===== config.mk =====
export PLATFORM = sky130hd
export DESIGN_NAME = poly_eval_seq
export DESIGN_NICKNAME = d
export VERILOG_FILES = /design/src/rtl/poly_eval_seq.sv
export SDC_FILE = /design/constraint.sdc
export NUM_CORES = 1
export LEC_CHECK = 0
export ABC_CLOCK_PERIOD_IN_PS = 9200
export CORE_MARGIN = 1
export CORE_UTILIZATION = 67
export CTS_BUF_LIST = sky130_fd_sc_hd__clkbuf_16
export DETAILED_ROUTE_END_ITERATION = 7
export PLACE_DENSITY = 0.95
export SYNTH_ARGS = -nofsm -noshare
export SYNTH_HDL_FRONTEND = slang
export SYNTH_SLANG_ARGS = --single-unit

===== constraint.sdc =====
create_clock -name ck -period 9.2 [get_ports ck]
set_clock_uncertainty 0.15 [all_clocks]
set_input_delay 2.76 -clock ck [delete_from_list [all_inputs] [get_ports ck]]
set_output_delay 2.76 -clock ck [all_outputs]
set_load 0.03 [all_outputs]

===== src/rtl/poly_eval_seq.sv =====
// poly_eval_seq: Horner-rule polynomial evaluator, one MAC per clock.
// Ports: ck, rst (async low), inicio, X, coef -> busy, pronto, overflow, resultado.
// POLY_EVAL_SAT_EN: clamp out-of-range steps instead of wrapping.
module poly_eval_seq #(
  parameter int WIDTH  = 16,
  parameter int DEGREE = 2,
  parameter int SIGNED = 0
) (
  input  logic                        ck,
  input  logic                        rst,
  input  logic                        inicio,
  input  logic [WIDTH-1:0]            X,
  input  logic [(DEGREE+1)*WIDTH-1:0] coef,
  output logic                        busy,
  output logic                        pronto,
  output logic                        overflow,
  output logic [WIDTH-1:0]            resultado
);

  typedef enum logic [1:0] {
    IDLE,
    CALC,
    DONE
  } state_t;

  localparam int KW = (DEGREE > 1) ? $clog2(DEGREE + 1) : 1;
  localparam int TW = 2 * WIDTH + 1;
  localparam logic [KW-1:0] K_INIT =
    KW'((DEGREE > 0) ? DEGREE - 1 : 0);

  state_t r_state;
  state_t w_next;

  logic [WIDTH-1:0] r_x;
  logic [WIDTH-1:0] r_acc;
  logic [WIDTH-1:0] r_c [DEGREE+1];
  logic [KW-1:0]    r_k;
  logic             r_ovf;

  logic [TW-1:0]    w_a;
  logic [TW-1:0]    w_xe;
  logic [TW-1:0]    w_ce;
  logic [TW-1:0]    w_t;
  logic [WIDTH-1:0] w_ck;
  logic [WIDTH-1:0] w_red;
  logic             w_oor;
  logic             w_start;
  logic             w_last;

  assign w_ck    = r_c[r_k];
  assign w_start = (r_state == IDLE) && inicio;
  assign w_last  = (r_k == '0);

  // Operands are extended to 2W+1 bits, so the product
  // and sum are exact for both signed and unsigned cases.
  assign w_t = w_a * w_xe + w_ce;

  if (SIGNED != 0) begin : g_sgn
    assign w_a  = {{(WIDTH+1){r_acc[WIDTH-1]}}, r_acc};
    assign w_xe = {{(WIDTH+1){r_x[WIDTH-1]}}, r_x};
    assign w_ce = {{(WIDTH+1){w_ck[WIDTH-1]}}, w_ck};
    // In range iff bits [2W:W-1] are a pure sign extension.
    assign w_oor = !((&w_t[TW-1:WIDTH-1]) ||
                     !(|w_t[TW-1:WIDTH-1]));
`ifdef POLY_EVAL_SAT_EN
    assign w_red = !w_oor ? w_t[WIDTH-1:0] :
                   w_t[TW-1] ? {1'b1, {(WIDTH-1){1'b0}}} :
                               {1'b0, {(WIDTH-1){1'b1}}};
`else
    assign w_red = w_t[WIDTH-1:0];
`endif
  end else begin : g_uns
    assign w_a   = {{(WIDTH+1){1'b0}}, r_acc};
    assign w_xe  = {{(WIDTH+1){1'b0}}, r_x};
    assign w_ce  = {{(WIDTH+1){1'b0}}, w_ck};
    assign w_oor = |w_t[TW-1:WIDTH];
`ifdef POLY_EVAL_SAT_EN
    assign w_red = w_oor ? {WIDTH{1'b1}} : w_t[WIDTH-1:0];
`else
    assign w_red = w_t[WIDTH-1:0];
`endif
  end

  always_ff @(posedge ck or negedge rst) begin
    if (!rst) r_state <= IDLE;
    else      r_state <= w_next;
  end

  always_comb begin
    w_next = r_state;
    unique case (r_state)
      IDLE: if (inicio)
              w_next = (DEGREE == 0) ? DONE : CALC;
      CALC: if (w_last) w_next = DONE;
      DONE: w_next = IDLE;
      default: w_next = IDLE;
    endcase
  end

  always_ff @(posedge ck or negedge rst) begin
    if (!rst) begin
      r_x   <= '0;
      r_acc <= '0;
      r_k   <= '0;
      r_ovf <= 1'b0;
      for (int i = 0; i <= DEGREE; i++) r_c[i] <= '0;
    end else if (w_start) begin
      r_x   <= X;
      r_acc <= coef[DEGREE*WIDTH +: WIDTH];
      r_k   <= K_INIT;
      r_ovf <= 1'b0;
      for (int i = 0; i <= DEGREE; i++)
        r_c[i] <= coef[i*WIDTH +: WIDTH];
    end else if (r_state == CALC) begin
      r_acc <= w_red;
      if (w_oor)   r_ovf <= 1'b1;
      if (!w_last) r_k   <= r_k - 1'b1;
    end
  end

  assign busy      = (r_state == CALC);
  assign pronto    = (r_state == DONE);
  assign overflow  = r_ovf;
  assign resultado = r_acc;

endmodule


==> impl_results.md, run 1 <==
* Outcome: finished clean
* Maximum clock rate at 0.135 GHz
* Buffers on Ports at 85
* Clk Latency, worst-skew pair at around 370 ps
* Overflow after GRT at 0
* CP Launch Type: flip-flop
* Via count at 10204
* Max_slew headroom at 2.17%
* CTS tree: done
* Sinks on Clock Net at 85
* Data required time at the worst endpoint at a little over 9000 ps
* Global-route wire length before repair at around 56 mm
* Vias in the first global route at roughly 11000
* Max incr delay on CP at 1130 ps
* Non-filler cells, final at 1685
* #FFs+latches synth at 85
* Count of pins over their slew limit at 0
* Hold Path Class: flip-flop to flip-flop
* Ranking of synthesized cells by area: fa_1, dfrtp_1, ha_1
* Routed Antenna Nets at 0
* Slew @ Worst Pin at between 1000 and 1500 ps
* Area Growth Syn to Fin at 9.36%
* Largest net degree at the start of global routing at between 80 and 90
* Setup TNS at 0 ps
* Die width at between 100 and 150 um
* Diodes inserted at 0
* Dpl ws at about 2000 ps
* Post-layout min period at ~7400 ps
* Drt total wl at around 34 mm
* PostCTS Resize Cnt at 0
* Synth Flop Type: dfrtp_1
* Clock-pin slew on the worst setup and hold paths at ~80 ps
* Max cap viols at 0
* Dpl hpwl at between 20 and 30 mm
* Row count at 50
* Synth area leader: fa_1
* Final Setup Violations at 0
* Die span in y at roughly 140 um
* Utilization after layout at about three quarters
* Top-level I/O count at 86
* Syn_area_per_cell at 9.42 um^2
* Critical Path End Type: flip-flop
* PnR worst setup slack at between 1500 and 2000 ps
* Post-Syn Nets at about 1800
* CP top delay family: adder cells
* Commonest non-fill, non-tap cell in the layout: inv_1
* Number of enable flip-flop cells after synthesis at 0
* Post-Syn Instances at about 1400
* CTS buffer count at 9
* Initial Util at 69.1%
* Post CTS Setup Buffer Count at 0
* Fraction of the yosys area taken by sequential cells at ~16%
* Post-Syn Area at ~13000 um^2
* Layout cell share with drive strength beyond 1 at ~7.5%
* Cts hold-fix bufs at 0
* Root Driver: clkbuf_16
* Hold Violations, Final at 0
* First-pass DRT Iterations at 6
* Synth unique cells at 68
* RSZ-0062 raised after global routing: false
* Most frequent cells in the layout: inv_1, fa_1, nand2_1
* Via-per-instance ratio at 6.06
* Slowest CP cell: nor2_1
* Worst path cell trace: inv_1 > nor2_1 > a21oi_1 > fa_1 > inv_1 > fa_1 > inv_1 > fa_1 > fa_1 > inv_1 > ha_1 > and3_1 > nand3_1 > a211oi_1 > nor4_1 > a211oi_2 > a21oi_1 > or3_2 > nand3_1 > o211ai_1
* GPL Wtd Cong at 0.990
* Buf/Inv on CP at 4
* DR DRC count at 0
* Post-Place Cells at 1669
* Starting DRT DRC Count at roughly 1100
* Final Cycle Share at between 80% and 90%
* Crit path DAT at ~7500 ps
* Wire length per cell at ~20 um
* Total global-route track usage at a little over a third
* Worst Path Class, Setup: flip-flop to flip-flop
* Worst-path fanout max at 17
* # nets final at ~1800
* Number of synthesis warnings at 0
* Maximum root-to-sink buffer count at 2
* Top cell type's share of synthesized area at between 30% and 40%
* H-tree depth at 3
* Placeable Area at approximately 19000 um^2
* Ys async rst share at 100%
* Initial antenna violation count at 0
* Die area at 20000 um^2
area by class of cell:
type / count / area (um^2)
Multi-Input combinational cell: 986 / 9700
Fill cell: 1211 / 4620
Sequential cell: 85 / 2130
Inverter: 248 / 931
Timing Repair Buffer: 90 / 886
Tap cell: 260 / 325
Clock buffer: 9 / 225
Clock inverter: 7 / 81.3
synth_stat cells, types with 14 or more instances:
cell type,count
inv_1,248
dfrtp_1,85
and2_1,126
mux2i_1,24
nor2_1,46
o21ai_0,33
nor3_1,14
fa_1,211
mux2_2,66
ha_1,111
a21oi_1,54
nand2_1,174
clkbuf_1,50
stage by stage:
step / area, um^2 / hold WS [ps]
after detailed placement: 14000 / 346
after floorplan: 13100 / 330
final: 14300 / 362
after CTS: 14300 / 364
after global routing: 14300 / 375
after global placement: 14000 / 337
routing by layer:
metal / wire length, um / GRT usage, % / part of all wire (%) / up-vias
met5: 0 / 0 / 0 / -
met4: 1170 / 14.0 / 3.5 / 0
met3: 3100 / 7.83 / 9.2 / 131
met2: 16000 / 58.6 / 47 / 577
met1: 13500 / 49.4 / 40 / 5083
li1: - / - / - / 4413
final timing paths:
path | endpoint | start | slack (ps) | cells after the start
max | overflow | r_k[0] | 1800 | 20
min | r_c[3] | r_c[3] | 360 | 1
min reg2reg | r_c[3] | r_c[3] | 360 | 1
max reg2reg | overflow | r_k[0] | 1800 | 20
min in group asynchronous | r_c[16] | rst | 2200 | 1
max in group asynchronous | r_x[7] | rst | 5650 | 2
flip-flops by register name, summed over array words and instances (netlist names):
name,flops
r_state,2
overflow,1
r_k,2
r_c,48
resultado,16
r_x,16
kinds of logic after synthesis:
family / share of synthesized area, %
AOI/OAI and AO/OA: 7.51
xor gates and xnor gates: 0.872
adders and majority gates: 43.0
buffers and inverters: 9.47
DFF: 16.3
muxes: 7.54
and+or+nand+nor: 15.3
Power of run 1 is left out: the tool's default activity adds up to more than one toggle a clock period on the data nets, which glitch-free logic cannot reach.
==> run 2, diff against run 1 <==
Settings changed: ABC_CLOCK_PERIOD_IN_PS 9200 to 6000, CORE_UTILIZATION 67 to 56, PLACE_DENSITY 0.95 to 0.88.
Clock period 9.2 ns to 6 ns, I/O delays scaled along.
==> run 2 against run 1 <==
  * The run now ends with setup timing left
  * Critical path type unchanged
  * Utilization fell by 6.6 points
  * Via count is 6.7% higher
  * Setup slack lost 2200 ps
  * First-iteration DRC count is 5.5% lower
  * Count of clock-buffer cells in the layout did not move
  * Fmax grew 15%
==> impl_results.md, run 2 (synthesized netlist as in run 1, its figures left out) <==
* Worst hold stages at 1
* Reg area at between 2000 and 2500 um^2
* Die area at approximately 24000 um^2
* Starting DRT DRC Count at approximately 1000
* R2R depth at 21
* Via count at 10885
* RSZ-0062 raised after global routing: true
* Max cap viols at 0
* Row count at 55
* Hold_ws at 360 ps
* Root Driver: clkbuf_16
* Max_slew headroom at 29.9%
* Worst Path Class, Setup: flip-flop to flip-flop
* Largest net degree at the start of global routing at between 90 and 100
* Via-per-instance ratio at between 5 and 6
* Routed Antenna Nets at 0
* Hold Violations, Final at 0
* Clock-pin slew on the worst setup and hold paths at roughly 80 ps
* Area Growth Syn to Fin at 20.4%
* Multi-input gate area at between 9000 and 10000 um^2
* Buffers on Ports at 85
* Overflow after GRT at 0
* Hold Path Class: flip-flop to flip-flop
* Drt total wl at roughly 37 mm
* Placeable Area at roughly 23000 um^2
* DR DRC count at 0
* CTS tree: done
* Initial Util at 57.3%
* GPL Wtd Cong at 0.956
* Data required time at the worst endpoint at 6090 ps
* Max reg flops at 48
* Final Cycle Share at 107%
* Die span in y at 155 um
* Diodes inserted at 0
* First-pass DRT Iterations at 5
* Failing checks: setup timing
* Fillers at roughly 1600
* CTS buffer count at 9
* Top-level I/O count at 86
* Post-layout min period at 6420 ps
* Post-Place Cells at approximately 1900
* Outcome: finished with violations
* Layout cell share with drive strength beyond 1 at between 10% and 20%
* Final Setup Violations at 2
* Worst-path fanout max at 9
* Dpl hpwl at 29.5 mm
* Commonest non-fill, non-tap cell in the layout: inv_1
* Clk Latency, worst-skew pair at between 300 and 400 ps
* Total global-route track usage at 33.3%
* Critical Path End Type: flip-flop
* Most frequent cells in the layout: inv_1, fa_1, nand2_1
* Count of pins over their slew limit at 0
* CP Launch Type: flip-flop
* Maximum clock rate at ~0.16 GHz
* Largest register by flop count: r_c
* # nets final at between 1500 and 2000
* Slew @ Worst Pin at roughly 1100 ps
* Maximum root-to-sink buffer count at 2
* Sinks on Clock Net at 85
* Dpl ws at -525 ps
* H-tree depth at 3
* Global-route wire length before repair at 61.6 mm
* Die width at 155 um
* Vias in the first global route at about 12000
* Initial antenna violation count at 0
* Wire length per cell at between 15 and 20 um
* PnR worst setup slack at -419 ps
* Non-filler cells, final at between 1500 and 2000
* Crit path DAT at ~6500 ps
## run 2: cell types whose count changed in the layout (fill, tap and decap cells not counted), moves of 3 or more
cell / delta
nand3_2: +3
ha_4: +5
a21oi_2: +4
buf_6: +3
dfrtp_1: -22
ha_2: +3
dfrtp_2: +22
buf_4: +135
nand3_1: -3
buf_12: +3
ha_1: -8
a21oi_1: -5
## run 2: area by class of cell
| cell class | instances | area share (%) |
|---|---|---|
| multi-input combinational | 986 | 62.9 |
| sequential | 85 | 13.7 |
| timing repair buffer | 231 | 12.7 |
| inverter | 248 | 5.93 |
| tap | 313 | 2.49 |
| clock buffer | 9 | 1.43 |
| clock inverter | 7 | 0.805 |
## run 2: critical path, cell delays in order, from the launching register on
cell and delay (ps):
dfrtp_2 490, buf_4 200, nand2_1 90, fa_1 530
fa_1 570, fa_1 450, fa_1 570, fa_1 470
fa_1 500, inv_1 50, ha_1 300, buf_4 150
buf_4 140, nand4_1 130, o211a_1 180, o21bai_1 190
and4bb_2 250, nand4_1 110, a2111oi_2 240, nand4_1 170
nor4_2 230, o211ai_1 130
## run 2: worst paths after layout
kind | from | to | slack (ps)
hold reg to reg | r_c[5] | r_c[5] | 360
hold / removal | r_c[5] | r_c[5] | 360
setup reg to reg | resultado[8] | overflow | -420
max in group asynchronous | rst | resultado[4] | 3270
min in group asynchronous | rst | r_c[38] | 1370
setup / recovery | resultado[8] | overflow | -420
## run 2: per-layer routing
layer	up-vias	wire, um	track usage [%]
met4	0	1450	15.0
met1	5461	14100	42.1
met5	-	0	0
li1	4691	-	-
met3	140	3110	5.49
met2	593	18500	56.3
## run 2: repair_timing
action                                  in CTS  in global routing
hold buffers                                 0                  0
buffers inserted                             1                  0
endpoints found under the setup margin       2                  4
resized for setup                           23                 13
pin swaps                                    0                  1
## run 2: through the flow
step | utilization (%) | instance area, um^2 | TNS (ps)
floorplan | - | 13200 | -102
global placement | 66.8 | 15200 | -540
detailed placement | 66.8 | 15200 | -616
CTS | 68.7 | 15600 | -377
global route | 69.0 | 15700 | -853
finish | 69.0 | 15700 | -437
Power of run 2 is left out for the same reason.
==> RTL edit, RTL diff (flow settings as in run 2) <==
Change the parameter `SIGNED` from 0 to 1.
--- a/src/rtl/poly_eval_seq.sv
+++ b/src/rtl/poly_eval_seq.sv
@@ -6,3 +6,3 @@
   parameter int DEGREE = 2,
-  parameter int SIGNED = 0
+  parameter int SIGNED = 1
 ) (
Formal check against the unedited RTL: not equivalent (a bounded check fails within 4 cycles, from zero or initial values and one cycle with rst low).
==> RTL edit against run 2 <==
- the flow still finishes with violations (negative setup slack)
- worst setup slack lost 0.25 ns
- sequential cell count is the same
- wire length grew 12%
- design area grew 11%
- synthesized area grew 9.4%
Power is not shown: default switching activity piles up to over one toggle a cycle in this logic, so the estimate is an artifact.
==> RTL edit: results (changes against run 2) <==
* Antenna fix cells: 0 (unchanged)
- Commonest cells in the netlist: nand2_1 (360), fa_1 (286), inv_1 (237) (was inv_1 (248), fa_1 (211), nand2_1 (174)).
* Reg with most FFs: r_c (unchanged)
- The final HPWL from detailed placement came to 34.2 mm (was 29.5 mm).
- Vias per cell: 5.73 (was 5.79)
- The clock-cell share of area came to 1.61% (was 2.24%).
- Area contributors post-synth: fa_1 (40%), dfrtp_1 (15%), nand2_1 (9.5%) (was fa_1 (32%), dfrtp_1 (16%), ha_1 (11%))
- Proportion of layout cells with a drive suffix above 1: 16.1% (was 19.3%)
* Violations in the final reports: negative setup slack (unchanged)
* Multi-input gates: 1,166 (was 986)
* Fraction of standard cell area in multi-input logic: 64.1% (was 62.9%)
* Area taken by multi-input logic gates: 11,100 um^2 (was 9880 um^2)
* Multiplexer share of the synthesized area: 1.61% (was 7.54%)
* Number of antenna violations at the first check in global routing: 1 (was 0)
* Beginning of the worst register-to-register path: resultado[15] (was resultado[8])
- The complex-gate fraction of the synthesized area came to 6.58% (was 7.51%).
- Post-detailed-route wirelength per cell: 19.5 um (was 19.8 um)
* Critical path launch point: resultado[15] (was resultado[8])
- Pin count of the biggest net entering global routing: 55 (was 94)
- Number of cells on the worst reg-to-reg path: 24 (was 21)
* Worst hold margin: 0.328 ns (was 0.360 ns)
* Arrival time of data at the critical path endpoint: 6.77 ns (was 6.51 ns)
* Setup-failing EPs final: 1 (was 2)
- The maximum fanout encountered on the critical timing path came to 10 (was 9).
* Min-Delay Endpoint: r_c[45] (was r_c[5])
- The synthesized-area fraction occupied by adder cells was 47.6% (was 43.0%).
- Number of detailed-route iterations in the first pass: 6 (was 5)
- Result of the run: complete, but fails checks (unchanged).
* Net count of the mapped netlist: 1,997 (was 1,774)
* Yosys cell types: 69 (was 68)
* Share of the yosys chip area belonging to registers: 14.9% (was 16.3%)
- The number of global-route vias before repair was 13.4k (was 12.1k).
- The filler cell count in the final layout was 1,765 (was 1,561).
- The total number of nets in the final design came to 2,227 (was 1,950).
* Sequential share of cell area: 12.4% (was 13.7%)
- CP max stage delay: 0.61 ns (was 0.57 ns)
- 1st-iter DRT viols: 1,192 (was 1,001)
* Non-CTS buffers: 288 (was 231)
- Minimum setup slack in the final design: -0.668 ns (was -0.419 ns)
- Hold Crit Start: r_c[45] (was r_c[5])
- The post-place setup slack is -0.630 ns (was -0.525 ns).
- The global-route usage over all layers was 34.1% (was 33.3%).
* Worst-path cell with the longest stage delay: fa_1 (unchanged)
- First-pass GRT wire length: 68.4 mm (was 61.6 mm)
* Fraction of synthesized cell area in xor and xnor cells: 1.60% (was 0.872%)
- The layout sequential cell count is 85 (unchanged).
* Average size of a mapped cell: 9.16 um^2 (was 9.42 um^2)
- Max-slew headroom: 25.5% (was 29.9%)
-- RTL edit: cell types whose count changed after synthesis, sizes merged, moves of 11 or more --
cell	change
a21oi	-22
fa	+75
ha	-25
mux2	-66
nand2	+189
o21ai	+11
-- RTL edit: metrics by stage --
step	cells	setup TNS [ns]
6_report	2123	-0.668
5_1_grt	2123	-0.930
4_1_cts	2122	-0.600
3_5_place_dp	2100	-0.630
3_3_place_gp	2100	-0.488
2_1_floorplan	1558	-0.324
-- RTL edit: cells by family after synthesis --
family / Yosys count
simple gates: 605
fa+ha+maj: 372
buf+inv: 307
compound gates: 140
flops: 85
xor+xnor: 26
mux: 23
-- RTL edit: repair_timing --
action                     CTS  global route
cloned                       0             0
setup endpoints to repair    1             6
buffers inserted             6             1
resized for setup           13            10
pin swaps                   17             7
-- RTL edit: layer usage --
metal	vias up	global-route usage (%)	part of all wire (%)
met5	-	0	0.031
met4	2	16.8	5.0
met3	199	7.28	9.1
met2	670	56.3	49
met1	6052	42.7	37
li1	5242	-	-
